<file path="config.mk">
export PLATFORM = sky130hd
export DESIGN_NAME = vip_axi4_rd_arbiter
export DESIGN_NICKNAME = d
export VERILOG_FILES = /design/src/rtl/vip_axi4_rd_arbiter.sv
export SDC_FILE = /design/constraint.sdc
export NUM_CORES = 1
export LEC_CHECK = 0
export CAP_MARGIN = 20
export CORE_AREA = 2 2 114 116
export CTS_CLUSTER_SIZE = 30
export DETAILED_ROUTE_END_ITERATION = 12
export DIE_AREA = 0 0 116 118
export PLACE_DENSITY = 0.66
export SLEW_MARGIN = 25
export SYNTH_ARGS = -nofsm -noshare
export SYNTH_HDL_FRONTEND = slang
export SYNTH_SLANG_ARGS = --single-unit
</file>
<file path="constraint.sdc">
create_clock -name clk -period 2.5 [get_ports clk]
set_input_delay 0.25 -clock clk [delete_from_list [all_inputs] [get_ports clk]]
set_output_delay 0.25 -clock clk [all_outputs]
set_load 0.02 [all_outputs]
</file>
<file path="src/rtl/vip_axi4_rd_arbiter.sv">
`default_nettype none
// ============================================================================
// Module      : vip_axi4_rd_arbiter
// Description : Round-robin arbiter sharing one AXI4 read port among
//               NR_OF_REQ_P requesters, one burst outstanding at a time.
//               Define VIP_AXI4_RD_ARBITER_TIMEOUT_EN to enable the
//               data-phase stall watchdog.
// Revision    : 1.0 - initial release
// ============================================================================
module vip_axi4_rd_arbiter #(
    parameter int NR_OF_REQ_P = 4,
    parameter int AR_WIDTH_P  = 53,
    parameter int TIMEOUT_P   = 1024
) (
    input  logic                              clk,
    input  logic                              rst,
    input  logic [NR_OF_REQ_P*AR_WIDTH_P-1:0] req_ar,
    input  logic [NR_OF_REQ_P-1:0]            req_arvalid,
    output logic [NR_OF_REQ_P-1:0]            req_arready,
    output logic [NR_OF_REQ_P-1:0]            req_rvalid,
    input  logic [NR_OF_REQ_P-1:0]            req_rready,
    output logic [AR_WIDTH_P-1:0]             m_ar,
    output logic                              m_arvalid,
    input  logic                              m_arready,
    input  logic                              m_rvalid,
    input  logic                              m_rlast,
    output logic                              m_rready,
    output logic [NR_OF_REQ_P-1:0]            grant,
    output logic                              timeout_err
);

    localparam int IDX_W = (NR_OF_REQ_P > 1) ? $clog2(NR_OF_REQ_P) : 1;

    typedef enum logic [1:0] {
        ST_IDLE = 2'd0,
        ST_ADDR = 2'd1,
        ST_DATA = 2'd2
    } state_t;

    state_t                   r_state;
    state_t                   w_state_nxt;
    logic [IDX_W-1:0]         r_owner;
    logic [IDX_W-1:0]         r_last_owner;
    logic [IDX_W-1:0]         w_win_idx;
    logic [NR_OF_REQ_P-1:0]   r_grant;
    logic                     w_any_req;
    logic                     w_in_addr;
    logic                     w_in_data;
    logic                     w_ar_hs;
    logic                     w_r_hs;
    logic                     w_r_last_hs;
    logic                     w_timeout;

    assign w_any_req   = |req_arvalid;
    assign w_in_addr   = (r_state == ST_ADDR);
    assign w_in_data   = (r_state == ST_DATA);
    assign w_ar_hs     = w_in_addr & req_arvalid[r_owner] & m_arready;
    assign w_r_hs      = w_in_data & m_rvalid & req_rready[r_owner];
    assign w_r_last_hs = w_r_hs & m_rlast;

    // Scan from farthest to nearest so the nearest set bit after last_owner wins.
    always_comb begin : p_round_robin
        logic [IDX_W-1:0] v_cand;
        v_cand    = '0;
        w_win_idx = r_last_owner;
        for (int k = NR_OF_REQ_P; k >= 1; k--) begin
            v_cand = IDX_W'((int'(r_last_owner) + k) % NR_OF_REQ_P);
            if (req_arvalid[v_cand]) begin
                w_win_idx = v_cand;
            end
        end
    end

    always_comb begin : p_next_state
        w_state_nxt = r_state;
        case (r_state)
            ST_IDLE: if (w_any_req)                 w_state_nxt = ST_ADDR;
            ST_ADDR: if (w_ar_hs)                   w_state_nxt = ST_DATA;
            ST_DATA: if (w_r_last_hs || w_timeout)  w_state_nxt = ST_IDLE;
            default:                                w_state_nxt = ST_IDLE;
        endcase
    end

    always_ff @(posedge clk or posedge rst) begin
        if (rst) begin
            r_state      <= ST_IDLE;
            r_grant      <= '0;
            r_owner      <= '0;
            r_last_owner <= IDX_W'(NR_OF_REQ_P - 1);
        end else begin
            r_state <= w_state_nxt;
            if (r_state == ST_IDLE && w_any_req) begin
                r_owner <= w_win_idx;
                r_grant <= {{(NR_OF_REQ_P-1){1'b0}}, 1'b1} << w_win_idx;
            end else if (w_r_last_hs || w_timeout) begin
                r_grant <= '0;
                if (w_r_last_hs) begin
                    r_last_owner <= r_owner;
                end
            end
        end
    end

    assign m_ar        = w_in_addr ? req_ar[int'(r_owner)*AR_WIDTH_P +: AR_WIDTH_P] : '0;
    assign m_arvalid   = w_in_addr & req_arvalid[r_owner];
    assign req_arready = (w_in_addr & m_arready) ? r_grant : '0;
    assign req_rvalid  = (w_in_data & m_rvalid) ? r_grant : '0;
    assign m_rready    = w_in_data & req_rready[r_owner];
    assign grant       = r_grant;

`ifdef VIP_AXI4_RD_ARBITER_TIMEOUT_EN
    localparam int CNT_W = $clog2(TIMEOUT_P + 1);

    logic [CNT_W-1:0] r_stall_cnt;
    logic             r_timeout_err;

    // Counter idles at zero outside DATA, so entry to DATA starts it cleared.
    assign w_timeout = w_in_data && !w_r_hs && (r_stall_cnt == CNT_W'(TIMEOUT_P - 1));

    always_ff @(posedge clk or posedge rst) begin
        if (rst) begin
            r_stall_cnt   <= '0;
            r_timeout_err <= 1'b0;
        end else begin
            r_timeout_err <= w_timeout;
            if (!w_in_data || w_r_hs || w_timeout) begin
                r_stall_cnt <= '0;
            end else begin
                r_stall_cnt <= r_stall_cnt + 1'b1;
            end
        end
    end

    assign timeout_err = r_timeout_err;
`else
    logic w_unused_timeout;
    assign w_unused_timeout = (TIMEOUT_P > 0);
    assign w_timeout        = 1'b0;
    assign timeout_err      = 1'b0;
`endif

endmodule
`default_nettype wire

</file>
==> results.md <==
- The commonest non-fill, non-tap cell in the layout is clkdlybuf4s50_1.
- The number of clock sinks is 10.
- The number of max-cap violations is 0.
- The HPWL after detailed placement is 9.87 mm.
- In the final layout, the share of cells above drive strength 1 is ~15%.
- The floorplan step defined a die boundary enclosing 0.0137 mm2.
- The sum of internal, switching and leakage power is 4.95 mW.
- The synthesized design contains 10 register bits.
- The max-slew violation count was 0.
- The area of the core region is 0.0124 mm2.
- The final layout contains routed wiring with a total length of 11.8 mm.
- The average wire length per cell after detail routing is about 18 um.
- Counting every instance in the synthesized netlist gives 184.
- The clock transition at the registers of the reported paths is 0.04 ns.
- In this run the critical register-to-register path is launched from r_owner[0]$_DFFE_PP0P_.
- The async set-reset flop share out of synthesis is 100%.
- The final non-filler cell total is 642.
- The synthesized net count is 409.
- For the worst-skew pair, the clock arrives at the later sink with an insertion delay of 0.24 ns.
- For this design the top-level I/O count stands at 293.
- The maximum clock rate is approximately 400 MHz.
- The number of buffers added by the clock tree synthesis step is 3.
- The final critical path takes up a little over nine tenths of the cycle.
- The overall die width is 116 um.
- Summed over all cells, the static leakage comes to 2.23 nW.
- The number of antenna violations at the first check in global routing is 2.
- Setup violations remaining at the end of the flow were counted as 0.
- The deepest level of the CTS H-tree is 1.
- The flow ran to the end, and the final reports show no timing, DRC or antenna violations.
- The post-synthesis instance area is 0.00235 mm2.
- The iteration-0 DRC count of the detailed router is 85.
- After detailed routing, the number of remaining DRC violations is 0.
- STA classifies the critical path endpoint as an output port.
- The cell count after placement is 635.
- The total overflow left after global routing is 0.
- Using the TritonRoute via totals, the vias-per-cell ratio works out to between 4 and 5.
- The vertical die dimension is 118 um.
- The setup total negative slack is 0 ns.
- The worst setup path is launched from a flop.
- The worst register-to-register path has a setup slack of 0.65 ns.
- During synthesis, Yosys emitted a total of 0 warnings.
- The number of flops mapped to enable cells by yosys is 0.
- The total global routing track utilization is 16.6%.
- Once detail routing completed, the nets flagged for antenna violations numbered 0.
- At the end of the flow, the number of nets in the layout was 694.
- The layout-stage area growth over the synthesis result is 136%.
- The clock tree buffer depth is 2.
- The number of hold violations in the final report is 0.
- The largest net degree at the start of global routing is just under 60.
- Between clock sinks in the finished design, the worst skew comes to around 0.00077 ns.
- TritonCTS built the clock tree.
- The clock root buffer master is clkbuf_16.
- For this configuration, the core starts out at a cell density of 19.0%.
- The number of global-route vias before repair is 3,096.
- In this run the critical register-to-register path is captured at r_last_owner[0]$_DFFE_PP1P_.
- The global placer's final weighted congestion is approximately 0.9.
- After floorplanning, the core was divided into between 40 and 50 placement rows.
- The wire length of the first global-routing pass is 17.6 mm.
- At the worst endpoint, the arrival time is 2.18 ns.
- STA puts the critical path data required time at about 2.3 ns.
- Power spread over the standard cell area amounts to 891 mW/mm2.
- The first detailed-routing pass ran for 4 iterations.
- In the synthesized netlist the dominant register cell turns out to be dfrtp_1.
- The maximum resistive drop on vdd is 0.436 mV.
- The worst setup path is of the reg -> out kind.
- In this run the mean area of a mapped cell was 12.8 um2.
- The kind of path behind the tightest hold check is in -> async.
- The shortest clock period the worst path allows after layout is 2.43 ns.
- The total number of vias is around 2,900.
- The worst reg-to-reg path cell count is 4.
- The number of input and output port buffers inserted is 291.
- The distinct cell type count after synthesis is 32.
- The maximum fanout along the worst path is 25.
- After clock tree synthesis, the setup repair step added 0 buffers.
- For this run, the register share of the synthesized area comes to 10.7%.
- The top cell types in the final layout, fill and taps aside, are 262 x clkdlybuf4s50_1, 59 x and2_1, 49 x mux4_2.
metal layers:
layer  wire [um]  vias to the layer above  GRT usage [%]
li1            -                     1318              -
met1        4560                     1386           20.1
met2        5970                      158           29.8
met3        1260                        4           5.20
met4          29                        0           1.41
met5           0                        -              0
Yosys cell counts (2+ instances only):
master | n | share of area, %
mux4_2 | 49 | 47
dfrtp_1 | 8 | 8.5
o21ai_0 | 2 | 0.43
clkbuf_1 | 7 | 1.1
buf_12 | 5 | 4.3
a21o_1 | 2 | 0.64
a32o_1 | 4 | 1.7
dfstp_2 | 2 | 2.2
and2_1 | 59 | 16
nor2_1 | 3 | 0.48
and3_1 | 4 | 1.1
and3b_1 | 3 | 1.1
nor3_1 | 2 | 0.43
mux2_2 | 2 | 0.96
mux4_1 | 6 | 6.7
nand2b_1 | 4 | 1.1
buf_2 | 6 | 1.3
nand2_1 | 2 | 0.32
report_power, final:
part	leakage [nW]	switching, mW	internal, mW
clock network	0.0442	0.0774	0.241
registers	0.120	0.104	0.251
logic	2.07	1.89	2.38
worst max path at each step:
stage | startpoint | end | cells past startpoint
finish | r_owner[0]$_DFFE_PP0P_ | m_ar[40] | 4
global placement | r_owner[0]$_DFFE_PP0P_ | m_ar[0] | 4
CTS | r_owner[0]$_DFFE_PP0P_ | m_ar[0] | 4
global route | r_owner[0]$_DFFE_PP0P_ | m_ar[32] | 4
detailed placement | r_owner[0]$_DFFE_PP0P_ | m_ar[0] | 4
floorplan | r_owner[0]$_DFFE_PP0P_ | m_ar[10] | 4
state kept, by name, summed over array words and instances, names as in the netlist:
name and cells:
r_last_owner 2, grant 4, r_owner 2, r_state 2
final cells by class:
class | instances | area, um2
clock buffers | 4 | 88.8
repair buffers | 300 | 3060
fillers | 1163 | 6860
flip-flops and latches | 10 | 258
multi-input cells | 153 | 1920
well taps | 172 | 215
inverters | 1 | 3.75
diodes | 2 | 5.00
critical path, stage by stage (launching register included):
cell,delay [ns]
dfrtp_4,0.47
buf_16,0.21
mux4_2,0.52
and2_1,0.17
clkdlybuf4s50_1,0.54
cell families after synthesis:
family / Yosys count / synth area share (%)
and+or+nand+nor: 82 / 21.7
muxes: 58 / 55.0
buffers and inverters: 21 / 7.60
AOI/OAI and AO/OA: 12 / 4.78
DFF: 10 / 10.7
other: 1 / 0.159
timing repair:
item                       in CTS  in global routing
hold buffers                    0                  0
pin swaps                       0                  0
resized for setup              19                 12
cloned                          1                  0
setup endpoints to repair       1                 10
through the flow:
stage          utilization, %  worst slack (ns)  instance area, um2  hold slack [ns]
2_1_floorplan               -             0.804                2350           0.0887
3_3_place_gp             43.6             0.241                5410            0.545
3_5_place_dp             43.6             0.209                5410            0.548
4_1_cts                  44.4            0.0306                5520            0.294
5_1_grt                  44.7          -0.00126                5550            0.322
6_report                 44.7            0.0681                5560            0.283
No activity file was read; power rests on OpenSTA's default activity.
